**config.mk**
```make
export PLATFORM = sky130hd
export DESIGN_NAME = clk_divider_prog
export DESIGN_NICKNAME = d
export VERILOG_FILES = /design/src/rtl/clk_divider_prog.sv
export SDC_FILE = /design/constraint.sdc
export NUM_CORES = 1
export LEC_CHECK = 0
export CAP_MARGIN = 0
export CORE_ASPECT_RATIO = 1.1
export CORE_UTILIZATION = 37
export CTS_BUF_LIST = sky130_fd_sc_hd__clkbuf_2
export CTS_CLUSTER_DIAMETER = 50
export CTS_CLUSTER_SIZE = 30
export DETAILED_ROUTE_END_ITERATION = 10
export SLEW_MARGIN = 25
export SYNTH_ARGS = -nofsm -noshare
export SYNTH_HDL_FRONTEND = slang
export SYNTH_SLANG_ARGS = --single-unit
```
**constraint.sdc**
```tcl
create_clock -name clk -period 3 [get_ports clk]
set_input_delay 0.45 -clock clk [delete_from_list [all_inputs] [get_ports clk]]
set_output_delay 0.45 -clock clk [all_outputs]
set_load 0.1 [all_outputs]
```
**src/rtl/clk_divider_prog.sv**
```systemverilog
// clk_divider_prog: runtime-programmable clock divider with a 50% duty cycle
// for even and odd divisors. A negedge flop stretches the high phase by half
// a source cycle for odd divisors. Divisor changes take effect only at period
// boundaries, and dropping the enable always lets the current period finish.
module clk_divider_prog #(
    parameter int unsigned WIDTH       = 8,
    parameter int unsigned DEFAULT_DIV = 8
) (
    input  logic             clk,
    input  logic             rst_n,
    input  logic             en,
    input  logic [WIDTH-1:0] div,
    input  logic             div_load,
    output logic             out_clk,
    output logic             period_tick,
    output logic             running,
    output logic [WIDTH-1:0] div_cur,
    output logic             div_err
);

    localparam logic [WIDTH-1:0] DIV_RESET = WIDTH'(DEFAULT_DIV);
    localparam logic [WIDTH-1:0] DIV_MIN   = WIDTH'(2);
    localparam logic [WIDTH-1:0] ONE       = WIDTH'(1);

    typedef enum logic {
        S_IDLE = 1'b0,
        S_RUN  = 1'b1
    } state_e;

    state_e           state_q, state_d;
    logic [WIDTH-1:0] cnt_q, cnt_d;
    logic [WIDTH-1:0] div_cur_q, div_cur_d;
    logic [WIDTH-1:0] div_pend_q, div_pend_d;
    logic             out_pos_q, out_pos_d;
    logic             out_neg_q;
    logic             tick_q, tick_d;
    logic             err_q, err_d;

    logic             load_ok;
    logic             load_bad;
    logic [WIDTH-1:0] pend_eff;
    logic [WIDTH-1:0] cnt_inc;
    logic [WIDTH-1:0] half;
    logic             at_boundary;

    // Load qualification; a valid load in the current cycle bypasses div_pend
    always_comb begin
        load_ok     = div_load && (div >= DIV_MIN);
        load_bad    = div_load && (div < DIV_MIN);
        pend_eff    = load_ok ? div : div_pend_q;
        cnt_inc     = cnt_q + ONE;
        half        = div_cur_q >> 1;
        at_boundary = (state_q == S_RUN) && (cnt_q == (div_cur_q - ONE));
    end

    // Next-state and next-output logic for the IDLE/RUN controller
    always_comb begin
        state_d    = state_q;
        cnt_d      = cnt_q;
        div_cur_d  = div_cur_q;
        div_pend_d = pend_eff;
        out_pos_d  = out_pos_q;
        tick_d     = 1'b0;
        err_d      = load_bad;

        case (state_q)
            S_IDLE: begin
                cnt_d     = '0;
                out_pos_d = 1'b0;
                div_cur_d = pend_eff;
                if (en) begin
                    state_d   = S_RUN;
                    out_pos_d = 1'b1;
                    tick_d    = 1'b1;
                end
            end
            S_RUN: begin
                if (at_boundary) begin
                    cnt_d     = '0;
                    div_cur_d = pend_eff;
                    if (en) begin
                        out_pos_d = 1'b1;
                        tick_d    = 1'b1;
                    end else begin
                        state_d   = S_IDLE;
                        out_pos_d = 1'b0;
                    end
                end else begin
                    cnt_d     = cnt_inc;
                    out_pos_d = (cnt_inc < half);
                end
            end
            default: begin
                state_d   = S_IDLE;
                cnt_d     = '0;
                out_pos_d = 1'b0;
            end
        endcase
    end

    // Posedge state, counter, divisor and strobe registers
    always_ff @(posedge clk or negedge rst_n) begin
        if (!rst_n) begin
            state_q    <= S_IDLE;
            cnt_q      <= '0;
            div_cur_q  <= DIV_RESET;
            div_pend_q <= DIV_RESET;
            out_pos_q  <= 1'b0;
            tick_q     <= 1'b0;
            err_q      <= 1'b0;
        end else begin
            state_q    <= state_d;
            cnt_q      <= cnt_d;
            div_cur_q  <= div_cur_d;
            div_pend_q <= div_pend_d;
            out_pos_q  <= out_pos_d;
            tick_q     <= tick_d;
            err_q      <= err_d;
        end
    end

    // Half-cycle delayed copy of the high phase, used to stretch odd divisors
    always_ff @(negedge clk or negedge rst_n) begin
        if (!rst_n) begin
            out_neg_q <= 1'b0;
        end else begin
            out_neg_q <= out_pos_q;
        end
    end

    // div_cur_q[0] only changes at a boundary while both phase flops are low
    assign out_clk     = out_pos_q | (div_cur_q[0] & out_neg_q);
    assign period_tick = tick_q;
    assign running     = (state_q == S_RUN);
    assign div_cur     = div_cur_q;
    assign div_err     = err_q;

endmodule

```
After elaboration in Yosys (flattened, before gate mapping)
Cells that the tools add are included.

cells by class
  add/sub/neg operators = 2
  $lt $le $gt $ge = 3
  eq/ne operators = 2
  multiplexer cells = 12
  bitwise gates (word level) = 3
  reductions and logical operators = 3

operators by type and width
  kind                   number
  $pmux W8 S2            2
  $mux W8                3
  $add A8 B1 Y8 const B  1
  $eq A8 B8 Y1           1
  $ge A8 B2 Y1 const B   1
  $lt A8 B2 Y1 const B   1
  $lt A8 B7 Y1           1
  $sub A8 B1 Y8 const B  1
  $pmux W1 S2            3
  $mux W1                4
  $logic_and A1 B1 Y1    3
  $ne A2 B1 Y1 const B   1
  $and A1 B1 Y1          1
  $not A1 Y1             1
  $or A1 B1 Y1           1

word-level totals
  register bits = 29
  input port bits = 12
  output and inout bits = 12
  logic and storage cells = 33

Depth between registers and ports, before layout
  word-level depth = 5
  gate-level depth with buffers = 11
  gate-level depth less buffers = 9

==> impl_metrics.env <==
export IMPL_synth_top_family_by_area="simple AND/OR/NAND/NOR gates"
export IMPL_rsz0062_at_grt="true"
export IMPL_synth_compound_area_share_pct=9.20
export IMPL_start_kind="flop"
export IMPL_synth_area_sq_um=1590
export IMPL_gp_congestion=0.783
export IMPL_grt_pass1_vias=1167
export IMPL_vias=1145
export IMPL_grt_max_degree=29
export IMPL_viasPerCell=5.00
export IMPL_die_x_microns=64.5
export IMPL_crit_path_top_delay_cell="dfrtn_1"
export IMPL_synth_seq_cells=29
export IMPL_synth_area_top_cells="dfrtp_1 (41%), ha_1 (6.3%), mux2_2 (5.7%)"
export IMPL_cts_num_sinks=29
export IMPL_status="complete, no violations"
export IMPL_cp_slowest_stage_delay_ps=400
export IMPL_finalSetupViolCount=0
export IMPL_nFillCells=410
export IMPL_htree_levels=2
export IMPL_path_class="reg -> out"
export IMPL_synth_simple_gate_area_share_pct=17.7
export IMPL_yosysWarnings=0
export IMPL_tightest_slew_ps=363
export IMPL_antenna_found_initial=0
export IMPL_port_buffers=23
export IMPL_nets=196
export IMPL_drt_first_pass_iters=6
export IMPL_reg2reg_from="div_cur[1]$_DFFE_PN0P_"
export IMPL_cts_buffers=5
export IMPL_cts_tree="done"
export IMPL_syn_avg_cell_area_sq_um=10.6
export IMPL_drc_errors=0
export IMPL_ys_types=36
export IMPL_ys_seq_area_share_pct=45.8
export IMPL_wl_per_cell_microns=13.5
export IMPL_path_buf_inv=1
export IMPL_synth_area_leader_cell="dfrtp_1"
export IMPL_cpLargestDelayFamily="flip-flops"
export IMPL_ios=24
export IMPL_relSlewSlack_pct=75.6
export IMPL_synthMuxAreaShare_pct=7.23
export IMPL_overflow=0
export IMPL_critPathCapture="out_clk"
export IMPL_reg2reg_depth=8
export IMPL_hold_violations=0
export IMPL_hold_slack_ps=494
export IMPL_crit_cells=2
export IMPL_die_area_sq_um=4570
export IMPL_synth_cells=150
export IMPL_cp_max_fo=1
export IMPL_die_h_microns=70.8
export IMPL_ctsResizeCount=0
export IMPL_r2r_slack_ps=570
export IMPL_syn_to_final_growth_pct=18.1
export IMPL_hpwl_mm=2.38
export IMPL_worst_clock_skew_ps=48.6
export IMPL_routed_wl_mm=3.09
export IMPL_antenna_left=0
export IMPL_synth_top_cell_area_share_pct=40.9
export IMPL_clock_tree_root_cell="clkbuf_2"
export IMPL_cts_max_path_buffers=2
export IMPL_drive_above_1_share_pct=25.4
export IMPL_slew_violations=0
export IMPL_initial_core_util_pct=39.3
export IMPL_diodes=0
export IMPL_syn_num_nets=170
export IMPL_critPathArrivalTime_ps=2540
export IMPL_grt_usage_pct=15.7
export IMPL_required_ps=2550
export IMPL_synth_xor_xnor_area_share_pct=9.36
export IMPL_setup_worst_path_start="out_neg_q$_DFF_NN0_"
export IMPL_clock_latency_ps=360
export IMPL_clk_pin_slew_worst_paths_ps=140
export IMPL_rows=24
export IMPL_synth_adder_area_share_pct=6.29
export IMPL_grt_pass1_wl_mm=5.38
export IMPL_hp_class="reg -> reg"
export IMPL_drt_iter0_markers=43
export IMPL_core_area_sq_um=4050
export IMPL_postCtsSetupBuffers=0
export IMPL_rr_endpoint="div_cur[0]$_DFFE_PN0P_"
export IMPL_crit_chain="a21o_1 > buf_12"
export IMPL_cp_end_kind="primary output"
export IMPL_maxCapViolCount=0
[registers in the layout, indices dropped and copies added (netlist names)]
register / flops
cnt_q: 8
div_pend_q: 8
out_pos_q: 1
div_cur: 8
running: 1
div_err: 1
period_tick: 1
out_neg_q: 1
[cells in the final DEF (no fill, tap or decap), drive strengths merged, types with 2 or more instances in the layout]
cell type,netlist,layout
or2,2,2
dfstp,2,2
and3,3,3
ha,8,8
and2,7,7
clkdlybuf4s50,0,11
buf,3,13
a211oi,2,2
xor2,9,9
dfrtp,26,26
nor3,2,2
nor4,2,2
xnor2,8,8
a21oi,3,3
nand3,8,8
nand2,25,25
clkbuf,2,7
nor2,5,5
inv,9,9
mux2,9,9
a21o,3,3
[tightest hold or removal path: stages (launching register included)]
cell and delay (ps):
dfrtp_1 350, nand2_1 40, nand2_1 70
[final cells by class]
| cell class | count | area, sq um | share of cell area [%] |
|---|---|---|---|
| Inverter | 9 | 33.8 | 1.80 |
| Timing Repair Buffer | 24 | 220 | 11.7 |
| Clock buffer | 7 | 35.0 | 1.86 |
| Sequential cell | 29 | 729 | 38.8 |
| Tap cell | 52 | 65.1 | 3.46 |
| Clock inverter | 1 | 3.75 | 0.200 |
| Multi-Input combinational cell | 107 | 792 | 42.1 |
[worst min-delay path by stage]
stage                                  startpoint  cells after the start                 endpoint  slack (ps)
after CTS                 div_pend_q[4]$_DFF_PN0_                      2  div_pend_q[4]$_DFF_PN0_         500
after floorplan                             rst_n                      0       cnt_q[0]$_DFF_PN0_         150
after global routing      div_pend_q[6]$_DFF_PN0_                      2  div_pend_q[6]$_DFF_PN0_         520
after global placement    div_pend_q[4]$_DFF_PN0_                      2  div_pend_q[4]$_DFF_PN0_         460
final                     div_pend_q[5]$_DFF_PN0_                      2  div_pend_q[5]$_DFF_PN0_         490
after detailed placement  div_pend_q[5]$_DFF_PN0_                      2  div_pend_q[5]$_DFF_PN0_         460
[synthesized netlist by cell type]
library cell	instances
dfstp_2	2
o21bai_1	1
and4_1	1
a211o_1	1
a211oi_1	2
o21ba_1	1
inv_1	9
nand2_1	24
buf_6	2
and2_2	7
o21ai_0	1
mux2i_1	1
nand3_1	8
xnor2_1	8
nor2_1	5
dfrtn_1	1
a21oi_1	3
clkbuf_1	2
and3_1	3
o31ai_4	1
nor3_1	2
or2_2	2
a41oi_1	1
ha_1	8
a22o_1	1
buf_4	1
dfrtp_1	26
mux2_2	8
nor4_1	1
a21o_1	3
nand2_4	1
xor2_1	9
mux2_4	1
o221ai_2	1
nor4_2	1
a221oi_1	1
[per-stage QoR]
| step | setup TNS, ps | cells | utilization [%] | cell area (sq um) | worst slack [ps] |
|---|---|---|---|---|---|
| 2_1_floorplan | 0 | 150 | - | 1590 | 16.1 |
| 3_3_place_gp | 0 | 221 | 45.4 | 1840 | 361 |
| 3_5_place_dp | 0 | 221 | 45.4 | 1840 | 351 |
| 4_1_cts | -22.4 | 229 | 46.4 | 1880 | -22.4 |
| 5_1_grt | -69.4 | 229 | 46.4 | 1880 | -69.4 |
| 6_report | 0 | 229 | 46.4 | 1880 | 13.3 |
[timing repair]
| action | in CTS | in global routing |
|---|---|---|
| endpoints found under the setup margin | 1 | 1 |
| pin swaps | 1 | 0 |
| gates cloned | 0 | 0 |
| hold endpoints to repair | 0 | 0 |
| hold buffers | 0 | 0 |
[cell families (layout without fill, tap and decap cells)]
family | Yosys count | after routing
and+or+nand+nor | 55 | 55
AOI/OAI and AO/OA | 17 | 17
muxes | 10 | 10
adders and majority gates | 8 | 8
xor gates and xnor gates | 17 | 17
DFF | 29 | 29
buffers and inverters | 14 | 41
[routing by layer]
metal / routed length [microns] / up-vias / GRT usage (%)
met5: 0 / - / 0
met4: 65 / 0 / 6.67
met3: 143 / 8 / 5.16
met2: 1530 / 23 / 26.5
met1: 1350 / 550 / 18.0
li1: - / 564 / -
Power is left out: the tool's default activity adds up to more than one toggle a clock period on the data nets, which glitch-free logic cannot reach.
==> RTL change 1: new RTL, same settings <==
Change the parameter `WIDTH` from 8 to 12.
--- a/src/rtl/clk_divider_prog.sv
+++ b/src/rtl/clk_divider_prog.sv
@@ -3,7 +3,7 @@
 // a source cycle for odd divisors. Divisor changes take effect only at period
 // boundaries, and dropping the enable always lets the current period finish.
 module clk_divider_prog #(
-    parameter int unsigned WIDTH       = 8,
+    parameter int unsigned WIDTH       = 12,
     parameter int unsigned DEFAULT_DIV = 8
 ) (
     input  logic             clk,
Interface: changed (resized div and div_cur); port bits go from 24 to 32. No check against the original RTL was run, so the function may have changed too.
==> RTL change 1 against the original RTL <==
The flow now finishes with violations (negative setup slack); sequential share of layout area down 2.3 points; area after synthesis increased by 46%; cell area grew 52%; count of clock-buffer cells in the layout fell by 1; utilization rose by 2.0 points; critical endpoint unchanged; routed wire length grew 74%; worst setup slack worse by 0.094 ns; sequential cell count up 12; non-clock buffer count rose by 14.
Power is left out: it rests on default switching activity, and per cell area and clock period it moved more than threefold.
==> RTL change 1: results (changes against the original RTL) <==
outcome finished with violations; failing checks negative setup slack; gpl congestion 0.811 (+3.6%); buffers added on ports 31 (+35%); RR Endpoint div_cur[7]$_DFFE_PN0P_; total global routing track utilization 18.0% (+2.3 points); final setup fails 1 (+1); depth of the worst register-to-register path 9 (+1); Worst-Skew Late Latency 0.39 ns (+0.03 ns); setup slack after layout -0.0807 ns (-0.0940 ns); Worst EP arrival 2.63 ns (+0.09 ns); sequential element share of the synthesized area 44.1% (-1.6 points); Critical R2R Launch div_cur[0]$_DFFE_PN0P_; Nets 282 (+44%); Placed Cells 324 (+47%); fraction of layout cells with a size suffix above 1 25.5% (+0.066 points); dpl ws 0.221 ns (-0.130 ns); most instantiated cells after synthesis dfrtp_1, inv_1, xnor2_1; worst-margin pin slew 0.495 ns (+0.132 ns); crit-path max cell delay 0.43 ns (+0.03 ns); Pre-Repair DR Iteration Count 4 (-2); Util after Layout 48.4% (+2.0 points); first-pass GRT wire length 9.09 mm (+69%); post-detail-place hpwl 4.04 mm (+70%); setup total negative slack -0.0807 ns (-0.0807 ns); clk_skew 0.0440 ns (-0.00452 ns); Iter 0 DRT Violations 100 (+130%); Routed wire per std cell 16.2 um (+20%); pin count of the biggest net entering global routing 41 (+41%); Compound-Gate Fraction of Synth Area 14.8% (+5.6 points); CTS clk-pin slew, worst paths 0.22 ns (+0.08 ns); post-synthesis xor/xnor area fraction 8.27% (-1.1 points); number of global-route vias before repair 1772 (+52%); placed cell area 2790 sq um (+52%); Syn Area/Cell 10.6 sq um (+0.32%); routed vias 1739 (+52%); Vias/cell 5.24 (+4.8%); Post-Route Hold Slack 0.121 ns (-0.374 ns); flop-to-flop setup slack 0.16 ns (-0.41 ns); dominant cells by area after synthesis dfrtp_1, ha_1, xnor2_1; Post-Synth Adder-Cell Area 6.44% (+0.15 points); Netlist cell types 48 (+33%)
## RTL change 1: cell count changes after synthesis, moves of 5 or more
cell / unedited run / this run
dfrtp_1: 26 / 38
xnor2_1: 8 / 14
nor3_1: 2 / 8
nand2_1: 24 / 5
nor2_1: 5 / 10
inv_1: 9 / 15
mux2_1: 0 / 6
and2_2: 7 / 0
a22o_1: 1 / 11
nor2b_1: 0 / 10
## RTL change 1: final cells by class
type	count	share of cell area (%)
Timing Repair Buffer	38	11.5
Tap cell	77	3.37
Inverter	15	1.97
Multi-Input combinational cell	153	44.2
Clock inverter	2	1.35
Sequential cell	41	36.5
Clock buffer	6	1.05
## RTL change 1: layer usage
| layer | part of all wire, % | GRT usage, % | wire [um] | vias up |
|---|---|---|---|---|
| met5 | 0 | 0 | 0 | - |
| met4 | 2.2 | 7.03 | 117 | 0 |
| met3 | 2.9 | 3.01 | 154 | 9 |
| met2 | 46 | 27.9 | 2470 | 33 |
| met1 | 49 | 25.0 | 2630 | 846 |
| li1 | - | - | - | 851 |
==> RTL change 2: new RTL, config.mk and constraints unchanged <==
Without the edit above. Register the inputs `en`, `div` and `div_load` before use. The logic sees them one clock later.
--- a/src/rtl/clk_divider_prog.sv
+++ b/src/rtl/clk_divider_prog.sv
@@ -27,6 +27,16 @@
         S_RUN  = 1'b1
     } state_e;
 
+    logic en_q;
+    logic [WIDTH-1:0] div_q;
+    logic div_load_q;
+
+    always_ff @(posedge clk) begin
+        en_q       <= en;
+        div_q      <= div;
+        div_load_q <= div_load;
+    end
+
     state_e           state_q, state_d;
     logic [WIDTH-1:0] cnt_q, cnt_d;
     logic [WIDTH-1:0] div_cur_q, div_cur_d;
@@ -45,9 +55,9 @@
 
     // Load qualification; a valid load in the current cycle bypasses div_pend
     always_comb begin
-        load_ok     = div_load && (div >= DIV_MIN);
-        load_bad    = div_load && (div < DIV_MIN);
-        pend_eff    = load_ok ? div : div_pend_q;
+        load_ok     = div_load_q && (div_q >= DIV_MIN);
+        load_bad    = div_load_q && (div_q < DIV_MIN);
+        pend_eff    = load_ok ? div_q : div_pend_q;
         cnt_inc     = cnt_q + ONE;
         half        = div_cur_q >> 1;
         at_boundary = (state_q == S_RUN) && (cnt_q == (div_cur_q - ONE));
@@ -68,7 +78,7 @@
                 cnt_d     = '0;
                 out_pos_d = 1'b0;
                 div_cur_d = pend_eff;
-                if (en) begin
+                if (en_q) begin
                     state_d   = S_RUN;
                     out_pos_d = 1'b1;
                     tick_d    = 1'b1;
@@ -78,7 +88,7 @@
                 if (at_boundary) begin
                     cnt_d     = '0;
                     div_cur_d = pend_eff;
-                    if (en) begin
+                    if (en_q) begin
                         out_pos_d = 1'b1;
                         tick_d    = 1'b1;
                     end else begin
Function: not checked (the comparison handles one clock edge and no latches or derived clocks); the edit may change what the design does.
==> RTL change 2 against the original RTL <==
The run now ends with negative setup slack left; worst setup slack worse by 0.048 ns; count of clock-buffer cells in the layout down 1; cell area up 11%; sequential cell count up 10; final cell count up 6.1%; area after synthesis up 13%; clock skew down 0.0027 ns; synthesized cell count up 6.7%; routed wire length up 11%; critical path type unchanged; critical endpoint unchanged.
Power is left out: the tool's default activity adds up to more than one toggle a clock period on the data nets, which glitch-free logic cannot reach.
==> RTL change 2: results (changes against the original RTL) <==
Hold EP div_pend_q[4]$_DFF_PN0_; Compound-Gate Fraction of Synth Area 8.17% (-1.0 points); final setup fails 1 (+1); dpl ws 0.338 ns (-0.0126 ns); dominant cells by area after synthesis dfrtp_1, dfxtp_1, ha_1; syn nets 180 (+5.9%); crit-path max cell delay 0.43 ns (+0.03 ns); Pre-Repair DR Iteration Count 4 (-2); RR Endpoint div_cur[7]$_DFFE_PN0P_; Post-Route Hold Slack 0.466 ns (-0.0286 ns); first-pass GRT wire length 6.01 mm (+12%); Reg area 930 sq um (+27%); most instantiated cells after synthesis dfrtp_1, nand2_1, dfxtp_1; fill count 453 (+10%); setup total negative slack -0.0348 ns (-0.0348 ns); total CTS buffers 5 (unchanged); gpl congestion 0.797 (+1.8%); mux contribution to synthesized area 6.42% (-0.81 points); total global routing track utilization 16.5% (+0.86 points); Iter 0 DRT Violations 55 (+28%); number of synthesized flops with an enable pin 0 (unchanged); CTS clk-pin slew, worst paths 0.19 ns (+0.05 ns); worst-margin pin slew 0.371 ns (+0.00820 ns); Nets 206 (+5.1%); Min-Delay Path Depth 2 (unchanged); pin count of the biggest net entering global routing 29 (unchanged); fraction of layout cells with a size suffix above 1 24.1% (-1.4 points); sequential element share of the synthesized area 51.8% (+6.1 points); post-synthesis xor/xnor area fraction 8.31% (-1.0 points); number of global-route vias before repair 1265 (+8.4%); flop-to-flop setup slack 0.54 ns (-0.03 ns); final WL 3.42 mm (+11%); Post-Synth Adder-Cell Area 5.59% (-0.70 points); post-detail-place hpwl 2.54 mm (+6.8%); clk_skew 0.0459 ns (-0.00269 ns); Hold Crit Start div_q[4]$_DFF_P_; placed cell area 2050 sq um (+11%); Netlist cell types 37 (+2.8%); setup slack after layout -0.0348 ns (-0.0481 ns); final std cells w/o fill 243 (+6.1%); Syn Inst Count 160 (+6.7%); CP top delay family flip-flops; asr flop ratio synth 74.4% (-26 points); failing checks negative setup slack; routed vias 1209 (+5.6%); total number of H-tree levels 2 (unchanged); outcome finished with violations
[RTL change 2: changes by cell type in the layout (fill, tap and decap cells not counted)]
cell      unedited run  this run
clkinv_2             0         1
dfxtp_1              0        10
clkbuf_2             7         6
[RTL change 2: layer usage]
metal | vias to the layer above | routed length [um] | global-route usage [%]
li1 | 589 | - | -
met1 | 593 | 1450 | 19.1
met2 | 21 | 1800 | 28.6
met3 | 6 | 104 | 4.24
met4 | 0 | 64 | 6.94
met5 | - | 0 | 0
[RTL change 2: cell families after synthesis]
family / after synthesis
AND/OR/NAND/NOR: 55
flip-flops: 39
AO/OA/AOI/OAI: 17
XOR/XNOR: 17
buffers and inverters: 14
multiplexers: 10
adder cells (fa/ha/maj): 8
[RTL change 2: final cells by class]
type                            instances  share of cell area [%]
Clock buffer                            6                    1.44
Tap cell                               56                    3.36
Timing Repair Buffer                   24                    10.6
Sequential cell                        39                    44.6
Clock inverter                          2                   0.420
Multi-Input combinational cell        107                    38.0
Inverter                                9                    1.62
